$ cat config.mk
export PLATFORM = sky130hd
export DESIGN_NAME = ext_tid_alloc
export DESIGN_NICKNAME = d
export VERILOG_FILES = /design/src/rtl/ext_tid_pkg.sv /design/src/rtl/ext_tid_alloc_ff_rot.sv /design/src/rtl/ext_tid_alloc.sv
export SDC_FILE = /design/constraint.sdc
export NUM_CORES = 1
export LEC_CHECK = 0
export ABC_CLOCK_PERIOD_IN_PS = 4800
export CAP_MARGIN = 20
export CORE_MARGIN = 5
export CORE_UTILIZATION = 40
export CTS_CLUSTER_SIZE = 25
export DETAILED_ROUTE_END_ITERATION = 8
export PLACE_DENSITY = 0.63
export SKIP_CTS_REPAIR_TIMING = 1
export SYNTH_ARGS = -nofsm -noshare
export SYNTH_HDL_FRONTEND = slang
export SYNTH_HIERARCHICAL = 1
export SYNTH_SLANG_ARGS = --single-unit
$ cat constraint.sdc
create_clock -name clk_i -period 4.8 [get_ports clk_i]
set_input_delay 0.96 -clock clk_i [delete_from_list [all_inputs] [get_ports clk_i]]
set_output_delay 0.96 -clock clk_i [all_outputs]
set_load 0.05 [all_outputs]
$ cat src/rtl/ext_tid_pkg.sv
// Shared types for the external transaction-ID allocator.
// Optional drain support is enabled with EXT_TID_ALLOC_DRAIN_EN.
package ext_tid_pkg;

    typedef enum logic {
        TID_LOWEST = 1'b0,
        TID_RR     = 1'b1
    } alloc_mode_e;

    typedef enum logic {
        DRAIN_RUN    = 1'b0,
        DRAIN_ACTIVE = 1'b1
    } drain_state_e;

    function automatic int cnt_width(input int n);
        return (n < 1) ? 1 : $clog2(n + 1);
    endfunction

endpackage

$ cat src/rtl/ext_tid_alloc_ff_rot.sv
// Rotating find-first-set over the first NB_ENTRIES bits of a vector.
// Search starts at start_i and wraps modulo NB_ENTRIES.
module ext_tid_ff_rot #(
    parameter int unsigned IDX_WIDTH  = 4,
    parameter int unsigned NB_ENTRIES = 16
) (
    input  logic [2**IDX_WIDTH-1:0] vec_i,
    input  logic [IDX_WIDTH-1:0]    start_i,
    output logic [IDX_WIDTH-1:0]    idx_o,
    output logic                    found_o
);

    localparam logic [IDX_WIDTH:0] NB_L = (IDX_WIDTH+1)'(NB_ENTRIES);

    logic [IDX_WIDTH:0] pos;

    always_comb begin
        pos     = '0;
        idx_o   = '0;
        found_o = 1'b0;
        for (int unsigned i = 0; i < NB_ENTRIES; i++) begin
            pos = {1'b0, start_i} + (IDX_WIDTH+1)'(i);
            if (pos >= NB_L) begin
                pos = pos - NB_L;
            end
            if (!found_o && vec_i[pos[IDX_WIDTH-1:0]]) begin
                found_o = 1'b1;
                idx_o   = pos[IDX_WIDTH-1:0];
            end
        end
    end

endmodule

$ cat src/rtl/ext_tid_alloc.sv
// External transaction-ID allocator with per-ID metadata and status.
// Define EXT_TID_ALLOC_DRAIN_EN to add the drain_req_i/drain_done_o FSM.
module ext_tid_alloc
    import ext_tid_pkg::*;
#(
    parameter int unsigned EXT_TID_WIDTH   = 4,
    parameter int unsigned NB_OUTSND_TRANS = 2**EXT_TID_WIDTH,
    parameter int unsigned ALLOC_MODE      = 0,
    parameter int unsigned META_WIDTH      = 8,
    localparam int unsigned CNT_WIDTH      = cnt_width(NB_OUTSND_TRANS)
) (
    input  logic                     clk_i,
    input  logic                     rst_ni,
`ifdef EXT_TID_ALLOC_DRAIN_EN
    input  logic                     drain_req_i,
    output logic                     drain_done_o,
`endif
    output logic                     alloc_valid_o,
    output logic [EXT_TID_WIDTH-1:0] alloc_tid_o,
    input  logic                     alloc_ready_i,
    input  logic [META_WIDTH-1:0]    alloc_meta_i,
    input  logic                     release_valid_i,
    input  logic [EXT_TID_WIDTH-1:0] release_tid_i,
    output logic [META_WIDTH-1:0]    release_meta_o,
    output logic                     release_err_o,
    output logic [CNT_WIDTH-1:0]     outstanding_o,
    output logic                     full_o,
    output logic                     empty_o
);

    localparam int unsigned NB_IDS = 2**EXT_TID_WIDTH;
    localparam logic [EXT_TID_WIDTH:0] NB_L =
        (EXT_TID_WIDTH+1)'(NB_OUTSND_TRANS);
    localparam logic [EXT_TID_WIDTH-1:0] LAST_ID =
        EXT_TID_WIDTH'(NB_OUTSND_TRANS - 1);
    localparam logic [CNT_WIDTH-1:0] CNT_FULL =
        CNT_WIDTH'(NB_OUTSND_TRANS);

    logic [NB_IDS-1:0]        busy_q, busy_d;
    logic [NB_IDS-1:0]        id_mask;
    logic [NB_IDS-1:0]        free_vec;
    logic [EXT_TID_WIDTH-1:0] ptr_q, ptr_d;
    logic [EXT_TID_WIDTH-1:0] start;
    logic [EXT_TID_WIDTH-1:0] sel_id;
    logic                     sel_found;
    logic [CNT_WIDTH-1:0]     cnt_q, cnt_d;
    logic                     err_q, err_d;
    logic                     alloc_gate;
    logic                     alloc_fire;
    logic                     rel_legal;
    logic [META_WIDTH-1:0]    meta_q [NB_IDS];

    for (genvar i = 0; i < NB_IDS; i++) begin : g_mask
        assign id_mask[i] = (i < NB_OUTSND_TRANS);
    end

    assign free_vec = ~busy_q & id_mask;
    assign start    = (ALLOC_MODE == 1) ? ptr_q : '0;

    ext_tid_ff_rot #(
        .IDX_WIDTH (EXT_TID_WIDTH),
        .NB_ENTRIES(NB_OUTSND_TRANS)
    ) i_ff_rot (
        .vec_i  (free_vec),
        .start_i(start),
        .idx_o  (sel_id),
        .found_o(sel_found)
    );

    assign alloc_valid_o = sel_found && !alloc_gate;
    assign alloc_tid_o   = alloc_valid_o ? sel_id : '0;
    assign alloc_fire    = alloc_valid_o && alloc_ready_i;

    // Out-of-range IDs are never busy, so they always count as illegal.
    assign rel_legal = release_valid_i
                     && ({1'b0, release_tid_i} < NB_L)
                     && busy_q[release_tid_i];

    always_comb begin
        busy_d = busy_q;
        if (alloc_fire) begin
            busy_d[sel_id] = 1'b1;
        end
        if (rel_legal) begin
            busy_d[release_tid_i] = 1'b0;
        end
    end

    always_comb begin
        ptr_d = ptr_q;
        if (alloc_fire && (ALLOC_MODE == 1)) begin
            ptr_d = (sel_id == LAST_ID) ? '0 : sel_id + 1'b1;
        end
    end

    always_comb begin
        cnt_d = cnt_q;
        unique case ({alloc_fire, rel_legal})
            2'b10:   cnt_d = cnt_q + 1'b1;
            2'b01:   cnt_d = cnt_q - 1'b1;
            default: cnt_d = cnt_q;
        endcase
    end

    assign err_d = release_valid_i && !rel_legal;

    always_ff @(posedge clk_i or negedge rst_ni) begin
        if (!rst_ni) begin
            busy_q <= '0;
            ptr_q  <= '0;
            cnt_q  <= '0;
            err_q  <= 1'b0;
        end else begin
            busy_q <= busy_d;
            ptr_q  <= ptr_d;
            cnt_q  <= cnt_d;
            err_q  <= err_d;
        end
    end

    always_ff @(posedge clk_i) begin
        if (alloc_fire) begin
            meta_q[sel_id] <= alloc_meta_i;
        end
    end

    assign release_meta_o = meta_q[release_tid_i];
    assign release_err_o  = err_q;
    assign outstanding_o  = cnt_q;
    assign full_o         = (cnt_q == CNT_FULL);
    assign empty_o        = (cnt_q == '0);

`ifdef EXT_TID_ALLOC_DRAIN_EN
    drain_state_e state_q, state_d;

    always_comb begin
        state_d = state_q;
        unique case (state_q)
            DRAIN_RUN:    if (drain_req_i) state_d = DRAIN_ACTIVE;
            DRAIN_ACTIVE: if (empty_o && !drain_req_i) state_d = DRAIN_RUN;
            default:      state_d = DRAIN_RUN;
        endcase
    end

    always_ff @(posedge clk_i or negedge rst_ni) begin
        if (!rst_ni) begin
            state_q <= DRAIN_RUN;
        end else begin
            state_q <= state_d;
        end
    end

    assign alloc_gate   = (state_q == DRAIN_ACTIVE);
    assign drain_done_o = (state_q == DRAIN_ACTIVE) && empty_o;
`else
    assign alloc_gate = 1'b0;
`endif

endmodule

* Word-level counts from Yosys, hierarchy flattened
Memories as Yosys holds them, arrays and structs flattened.
Index checks and enable logic that the tools add are counted.
** Cells by class
- Reductions and logical operators :: 38
- Eq/ne operators :: 3
- Shifts and indexed selects :: 0
- Mux-type cells :: 43
- $lt $le $gt $ge :: 4
- Bitwise operators :: 4
- Divide/modulo/power cells :: 0
- Add/sub/neg operators :: 2
- Multipliers :: 0
** Operator list (number)
- 2-to-1 mux 4 bit :: 9
- 2-to-1 mux 16 bit :: 2
- inverter 16 bit :: 2
- 2-to-1 mux 1 bit :: 22
- logical AND 1 bit :: 20
- bitwise AND 16 bit :: 1
- zero test 1 bit :: 16
- OR 16 bit :: 1
- 2-to-1 mux 3 bit :: 4
- < comparator 4 x 5 -> 1 bit, second input constant :: 2
- one-hot mux 5 bit (2 select lines) :: 1
- demux 1 bit (select 4 bit) :: 2
- greater-or-equal comparator 4 x 1 -> 1 bit, second input constant :: 2
- adder 5 x 1 -> 5 bit, second input constant :: 1
- equality test 5 bit, second input constant :: 1
- zero test 5 bit :: 1
- subtractor 5 x 1 -> 5 bit, second input constant :: 1
- binary-select mux 1 bit (select 4 bit) :: 1
- 2-to-1 mux 2 bit :: 2
- equality test 2 x 1 -> 1 bit, second input constant :: 1
- equality test 2 bit, second input constant :: 1
- nonzero test 2 bit :: 1
** Word-level totals
- Input port bits :: 16
- Bits in registers :: 22
- Memory bits (writable) :: 128
- Memories :: 1
- Logic and storage cells :: 98
- Bits in latches :: 0
- Bits in read-only memories :: 0
- Output and inout bits :: 21
** Memories
- meta_q :: depth 16, width 8, read ports 1, clocked after memory_dff 0, wr ports 1, RTL line ext_tid_alloc.sv:51 : logic [META_WIDTH-1:0] meta_q [NB_IDS];

* Longest topological paths before layout
- Word-level depth :: 55
- Depth in mapped cells :: 23
- Depth with buffers taken out :: 17

* Cells and area by module
Netlist, hierarchy kept.
** By module, submodules not included
- ext_tid_alloc :: seq. area each 4394.2 sq um, instances 1, cells an instance 332, area an instance 6179.7 sq um
- ext_tid_ff_rot :: seq. area each 0.0 sq um, instances 1, cells an instance 280, area an instance 2472.4 sq um

* Worst setup path after synthesis
OpenSTA, ideal clock, no wires.
- Path type :: register to register
- From :: register busy_q[2]
- To :: register cnt_q[4], in the netlist outstanding_o[4]
- Data required time :: 4.658 ns
- Period minus slack after synthesis :: 4.489 ns
- Library setup time :: 0.142 ns
- Slack :: 0.311 ns
- Path buffers :: 1
- Arrival :: 4.347 ns
- Cell stages (with the launch flop) :: 18
- Path through :: dfrtp_1 > inv_1 > mux4_1 > mux4_2 > nor2_2 > nor4b_4 > nand3_2 > nor3_1 > nand3_1 > nand2_1 > ha_1 > clkbuf_1 > xor2_1 > ha_1 > a211oi_1 > a21oi_1 > a31oi_1 > xnor2_1
** On the way
- Word-level cells in the longest chain between the ends :: 45
- Elaborated cells between the ends (all ways) :: 50
- Those cells by class :: 2 x eq/ne; 17 x mux; 1 x bitwise; 30 x reduce/logical
** Ends and longest elaborated chain
- start, declared :: RTL line ext_tid_alloc.sv:39 : logic [NB_IDS-1:0] busy_q, busy_d;
- start signal, assigned :: RTL line ext_tid_alloc.sv:114 : busy_q <= busy_d;
- inverter 16 bit (*) :: RTL line ext_tid_alloc.sv:57 : assign free_vec = ~busy_q & id_mask;
- via free_vec[2] :: RTL line ext_tid_alloc.sv:41 : logic [NB_IDS-1:0] free_vec;
- logical AND 1 bit (*) :: RTL line ext_tid_alloc_ff_rot.sv:26 : if (!found_o && vec_i[pos[IDX_WIDTH-1:0]]) begin
- 2-to-1 mux 1 bit (*) :: RTL line ext_tid_alloc_ff_rot.sv:26
- zero test 1 bit :: RTL line ext_tid_alloc_ff_rot.sv:26
- logical AND 1 bit :: RTL line ext_tid_alloc_ff_rot.sv:26
- 2-to-1 mux 1 bit (*) :: RTL line ext_tid_alloc_ff_rot.sv:26
- zero test 1 bit :: RTL line ext_tid_alloc_ff_rot.sv:26
- [... 31 more ...]
- 2-to-1 mux 1 bit (*) :: RTL line ext_tid_alloc_ff_rot.sv:26
- zero test 1 bit :: RTL line ext_tid_alloc_ff_rot.sv:26
- logical AND 1 bit :: RTL line ext_tid_alloc_ff_rot.sv:26
- 2-to-1 mux 1 bit (*) :: RTL line ext_tid_alloc_ff_rot.sv:26
- via alloc_valid_o :: RTL line ext_tid_alloc.sv:18 : output logic alloc_valid_o,
- logical AND 1 bit (*) :: RTL line ext_tid_alloc.sv:72 : assign alloc_fire = alloc_valid_o && alloc_ready_i;
- equality test 2 x 1 -> 1 bit / equality test 2 bit (equally long branches) :: RTL line ext_tid_alloc.sv:98 : unique case ({alloc_fire, rel_legal})
- one-hot mux 5 bit (2 select lines) / nonzero test 2 bit (equally long branches)
- end signal, assigned :: RTL line ext_tid_alloc.sv:116 : cnt_q <= cnt_d;
- end, declared :: RTL line ext_tid_alloc.sv:46 : logic [CNT_WIDTH-1:0] cnt_q, cnt_d;
The timed path passes the listed nets; every way through them passes the cells marked *. The select of a mux whose other input is x is not followed.
A chain may end at the register's enable or synchronous reset.

* Worst setup path after layout
- From :: register busy_q[2]
- To :: output alloc_tid_o[1]
** On the way
- Word-level cells in the longest chain between the ends :: 43
- Elaborated cells between the ends (all ways) :: 57
- Those cells by class :: 29 x mux; 1 x bitwise; 27 x reduce/logical
** Ends and longest elaborated chain
- inverter 16 bit (*) :: RTL line ext_tid_alloc.sv:57
- via free_vec[2] :: RTL line ext_tid_alloc.sv:41
- logical AND 1 bit (*) :: RTL line ext_tid_alloc_ff_rot.sv:26
- 2-to-1 mux 1 bit :: RTL line ext_tid_alloc_ff_rot.sv:26
- zero test 1 bit :: RTL line ext_tid_alloc_ff_rot.sv:26
- logical AND 1 bit :: RTL line ext_tid_alloc_ff_rot.sv:26
- 2-to-1 mux 1 bit :: RTL line ext_tid_alloc_ff_rot.sv:26
- zero test 1 bit :: RTL line ext_tid_alloc_ff_rot.sv:26
- [... 29 more ...]
- zero test 1 bit :: RTL line ext_tid_alloc_ff_rot.sv:26
- logical AND 1 bit :: RTL line ext_tid_alloc_ff_rot.sv:26
- 2-to-1 mux 1 bit :: RTL line ext_tid_alloc_ff_rot.sv:26
- zero test 1 bit :: RTL line ext_tid_alloc_ff_rot.sv:26
- logical AND 1 bit :: RTL line ext_tid_alloc_ff_rot.sv:26
- 2-to-1 mux 4 bit (*) :: RTL line ext_tid_alloc_ff_rot.sv:26
- via sel_id[1] :: RTL line ext_tid_alloc.sv:44 : logic [EXT_TID_WIDTH-1:0] sel_id;
- 2-to-1 mux 4 bit (*) :: RTL line ext_tid_alloc.sv:71 : assign alloc_tid_o = alloc_valid_o ? sel_id : '0;
- end, declared :: RTL line ext_tid_alloc.sv:19 : output logic [EXT_TID_WIDTH-1:0] alloc_tid_o,
The timed path passes the listed nets; every way through them passes the cells marked *.

==> impl_metrics.env <==
export IMPL_status="finished, final reports clean"
export IMPL_wirelength_mm=22.1
export IMPL_postLayoutCellArea_um2=10300
export IMPL_ir_worst_vdd_mv=0.328
export IMPL_synth_top_flop_cell="sky130_fd_sc_hd__edfxtp_1"
export IMPL_final_fill_count=1771
export IMPL_layout_area_overhead_vs_synth_pct=18.6
export IMPL_syn_avg_cell_area_um2=14.1
export IMPL_max_cap_viol_count=0
export IMPL_layout_nets=719
export IMPL_synth_largest_area_cell="sky130_fd_sc_hd__edfxtp_1"
export IMPL_finalClockSkew_ns=0.0151
export IMPL_ys_async_sr_fraction=0.147
export IMPL_max_stage_delay_ns=0.55
export IMPL_synth_yosys_warnings=6
export IMPL_kind_of_end_point_of_the_critical_path="primary output"
export IMPL_critical_path_required_ns=3.84
export IMPL_worst_path_max_fanout=7
export IMPL_worstHoldPathType="reg2reg"
export IMPL_route_vias_total=5917
export IMPL_cts_num_sinks=150
export IMPL_floorplan_core_area_um2=21200
export IMPL_actual_transition_at_the_worst_max_transition_pin_ns=0.761
export IMPL_antenna_cells_inserted=0
export IMPL_post_synthesis_sequential_area_ratio=0.508
export IMPL_hpwlAfterDp_mm=15.3
export IMPL_drt_initial_drc_count=674
export IMPL_grt_first_pass_wirelength_mm=34.0
export IMPL_htree_num_levels=4
export IMPL_portBuffers=36
export IMPL_final_period_utilization=0.974
export IMPL_area_of_the_die_um2=24700
export IMPL_vias_in_the_first_global_route=5729
export IMPL_post_route_worst_setup_slack_ns=0.123
export IMPL_tritoncts="yes"
export IMPL_critical_path_class="reg2out"
export IMPL_layout_drive_gt1_share=0.248
export IMPL_synthMostInstantiatedCell="sky130_fd_sc_hd__edfxtp_1"
export IMPL_crit_slowest_cell="sky130_fd_sc_hd__mux4_2"
export IMPL_crit_buf_inv=3
export IMPL_total_number_of_placement_rows=53
export IMPL_gp_congestion=0.971
export IMPL_min_period_ns=4.68
export IMPL_critical_path_cell_chain="inv_2 > mux4_2 > mux4_2 > nor2_4 > nor4b_4 > buf_4 > nand3_4 > or4_4 > o221ai_4 > and2_1 > buf_12"
export IMPL_yosys_register_bits=150
export IMPL_slew_violations=0
export IMPL_track_usage=0.180
export IMPL_antenna_found_initial=0
export IMPL_yosys_top_cells_area="sky130_fd_sc_hd__edfxtp_1 44%, sky130_fd_sc_hd__mux4_2 12%, sky130_fd_sc_hd__mux4_1 6.7%"
export IMPL_post_synth_top_area_fraction=0.444
export IMPL_path_delay_family="simple AND/OR/NAND/NOR gates"
export IMPL_routedWlPerCell_um=22.5
export IMPL_powerDensity_nw_per_um2=571
export IMPL_hold_violations=0
export IMPL_critical_path_startpoint_type="flop"
export IMPL_drc=0
export IMPL_maxClockFrequency_ghz=0.214
export IMPL_post_synth_inst_count=612
export IMPL_cts_root_buffer_cell="sky130_fd_sc_hd__clkbuf_16"
export IMPL_path_common_cell="sky130_fd_sc_hd__mux4_2"
export IMPL_clk_transition_reported_paths_ns=0.06
export IMPL_chipWidth_um=157
export IMPL_detail_route_vias_per_cell=6.03
export IMPL_tritoncts_num_buffers=17
export IMPL_start_util=0.409
export IMPL_synthesis_area_um2=8650
export IMPL_die_h_um=157
export IMPL_maximum_clock_insertion_buffer_count=2
export IMPL_ant_nets=0
export IMPL_globalRoute_totalOverflow=0
export IMPL_clk_insertion_delay_late_ns=0.41
export IMPL_netlist_cell_type_count=72
export IMPL_maximum_number_of_pins_on_one_net_before_global_route_repair=37
export IMPL_power_static_leakage_nw=3.63
export IMPL_standard_cell_area_after_detailed_placement_um2=9490
export IMPL_worst_slew_margin_rel=0.491
export IMPL_arrival_ns=3.72
export IMPL_io_pins=37
export IMPL_yosys_top_cells_count="128 x sky130_fd_sc_hd__edfxtp_1, 45 x sky130_fd_sc_hd__mux4_2, 41 x sky130_fd_sc_hd__nand2_1, 29 x sky130_fd_sc_hd__inv_1, 27 x sky130_fd_sc_hd__mux2i_1"
export IMPL_dpl_worst_slack_ns=0.175
export IMPL_synth_edff_count=128
export IMPL_drtPass1Iterations=5
export IMPL_report_final_setup_viol=0
-- registers in the layout, indices dropped and copies added, names as in the netlist --
name	cells
outstanding_o	5
busy_q	16
meta_q	128
release_err_o	1
-- layout by cell type, fill, tap and decap left out, types with 7 or more instances in the layout --
master	instances
sky130_fd_sc_hd__mux2_2	15
sky130_fd_sc_hd__dfrtp_1	22
sky130_fd_sc_hd__nand2_1	41
sky130_fd_sc_hd__ha_1	10
sky130_fd_sc_hd__mux4_2	47
sky130_fd_sc_hd__nor2b_1	7
sky130_fd_sc_hd__buf_4	49
sky130_fd_sc_hd__conb_1	16
sky130_fd_sc_hd__and2_1	13
sky130_fd_sc_hd__a22oi_1	17
sky130_fd_sc_hd__xnor2_1	12
sky130_fd_sc_hd__nand3_1	11
sky130_fd_sc_hd__nor2_1	26
sky130_fd_sc_hd__clkbuf_16	17
sky130_fd_sc_hd__edfxtp_1	128
sky130_fd_sc_hd__inv_1	27
sky130_fd_sc_hd__o21ai_0	15
sky130_fd_sc_hd__nand2b_1	8
sky130_fd_sc_hd__clkdlybuf4s50_1	22
sky130_fd_sc_hd__o22a_1	17
sky130_fd_sc_hd__a21oi_1	14
sky130_fd_sc_hd__mux4_1	20
sky130_fd_sc_hd__mux2i_1	24
-- metal layers --
metal / routed length [µm] / GRT usage / vias up
met5: 0 / 0 / -
met4: 307 / 0.0410 / 0
met3: 1310 / 0.0349 / 24
met2: 10400 / 0.276 / 244
met1: 10100 / 0.268 / 3009
li1: - / - / 2640
-- power by group --
group	switching, mW	leakage, nW	internal, mW	total (mW)
combinational	1.60	1.96	1.16	2.77
sequential	0.126	1.41	1.68	1.80
clock	0.521	0.267	0.768	1.29
-- layout make-up --
cell class | instances | area [µm²] | area share
clock buffers | 18 | 429 | 0.0418
clock inverters | 14 | 150 | 0.0146
inverters | 30 | 113 | 0.0110
multi-input cells | 415 | 4100 | 0.399
flip-flops and latches | 150 | 4390 | 0.428
well taps | 275 | 344 | 0.0335
repair buffers | 79 | 732 | 0.0713
-- through the flow --
stage / power, mW / cells / setup TNS, ns / utilization / hold WS (ns)
6_report: 5.86 / 981 / 0 / 0.485 / 0.513
5_1_grt: 6.15 / 981 / -0.0203 / 0.485 / 0.536
4_1_cts: 5.68 / 970 / -0.624 / 0.476 / 0.510
3_5_place_dp: 4.38 / 938 / 0 / 0.448 / 0.497
3_3_place_gp: 4.36 / 938 / 0 / 0.448 / 0.494
2_1_floorplan: 3.54 / 627 / 0 / - / 0.474
-- path summary, 6_finish.rpt --
kind                           start                to  slack (ns)  cells after the start
max                        busy_q[2]    alloc_tid_o[1]        0.12                     11
min                        busy_q[1]         busy_q[1]        0.51                      1
max reg2reg                busy_q[2]  outstanding_o[4]        0.30                     18
min reg2reg                busy_q[1]         busy_q[1]        0.51                      1
max in group asynchronous     rst_ni         busy_q[3]        3.61                      2
min in group asynchronous     rst_ni     release_err_o        0.80                      1
-- kinds of logic after synthesis --
group / share of synthesized area
compound gates: 0.103
simple gates: 0.0859
xor+xnor: 0.0171
buf+inv: 0.0362
fa+ha+maj: 0.0145
mux: 0.235
other cells: 0.000433
flops: 0.508
Power figures use the tool's default switching activity.
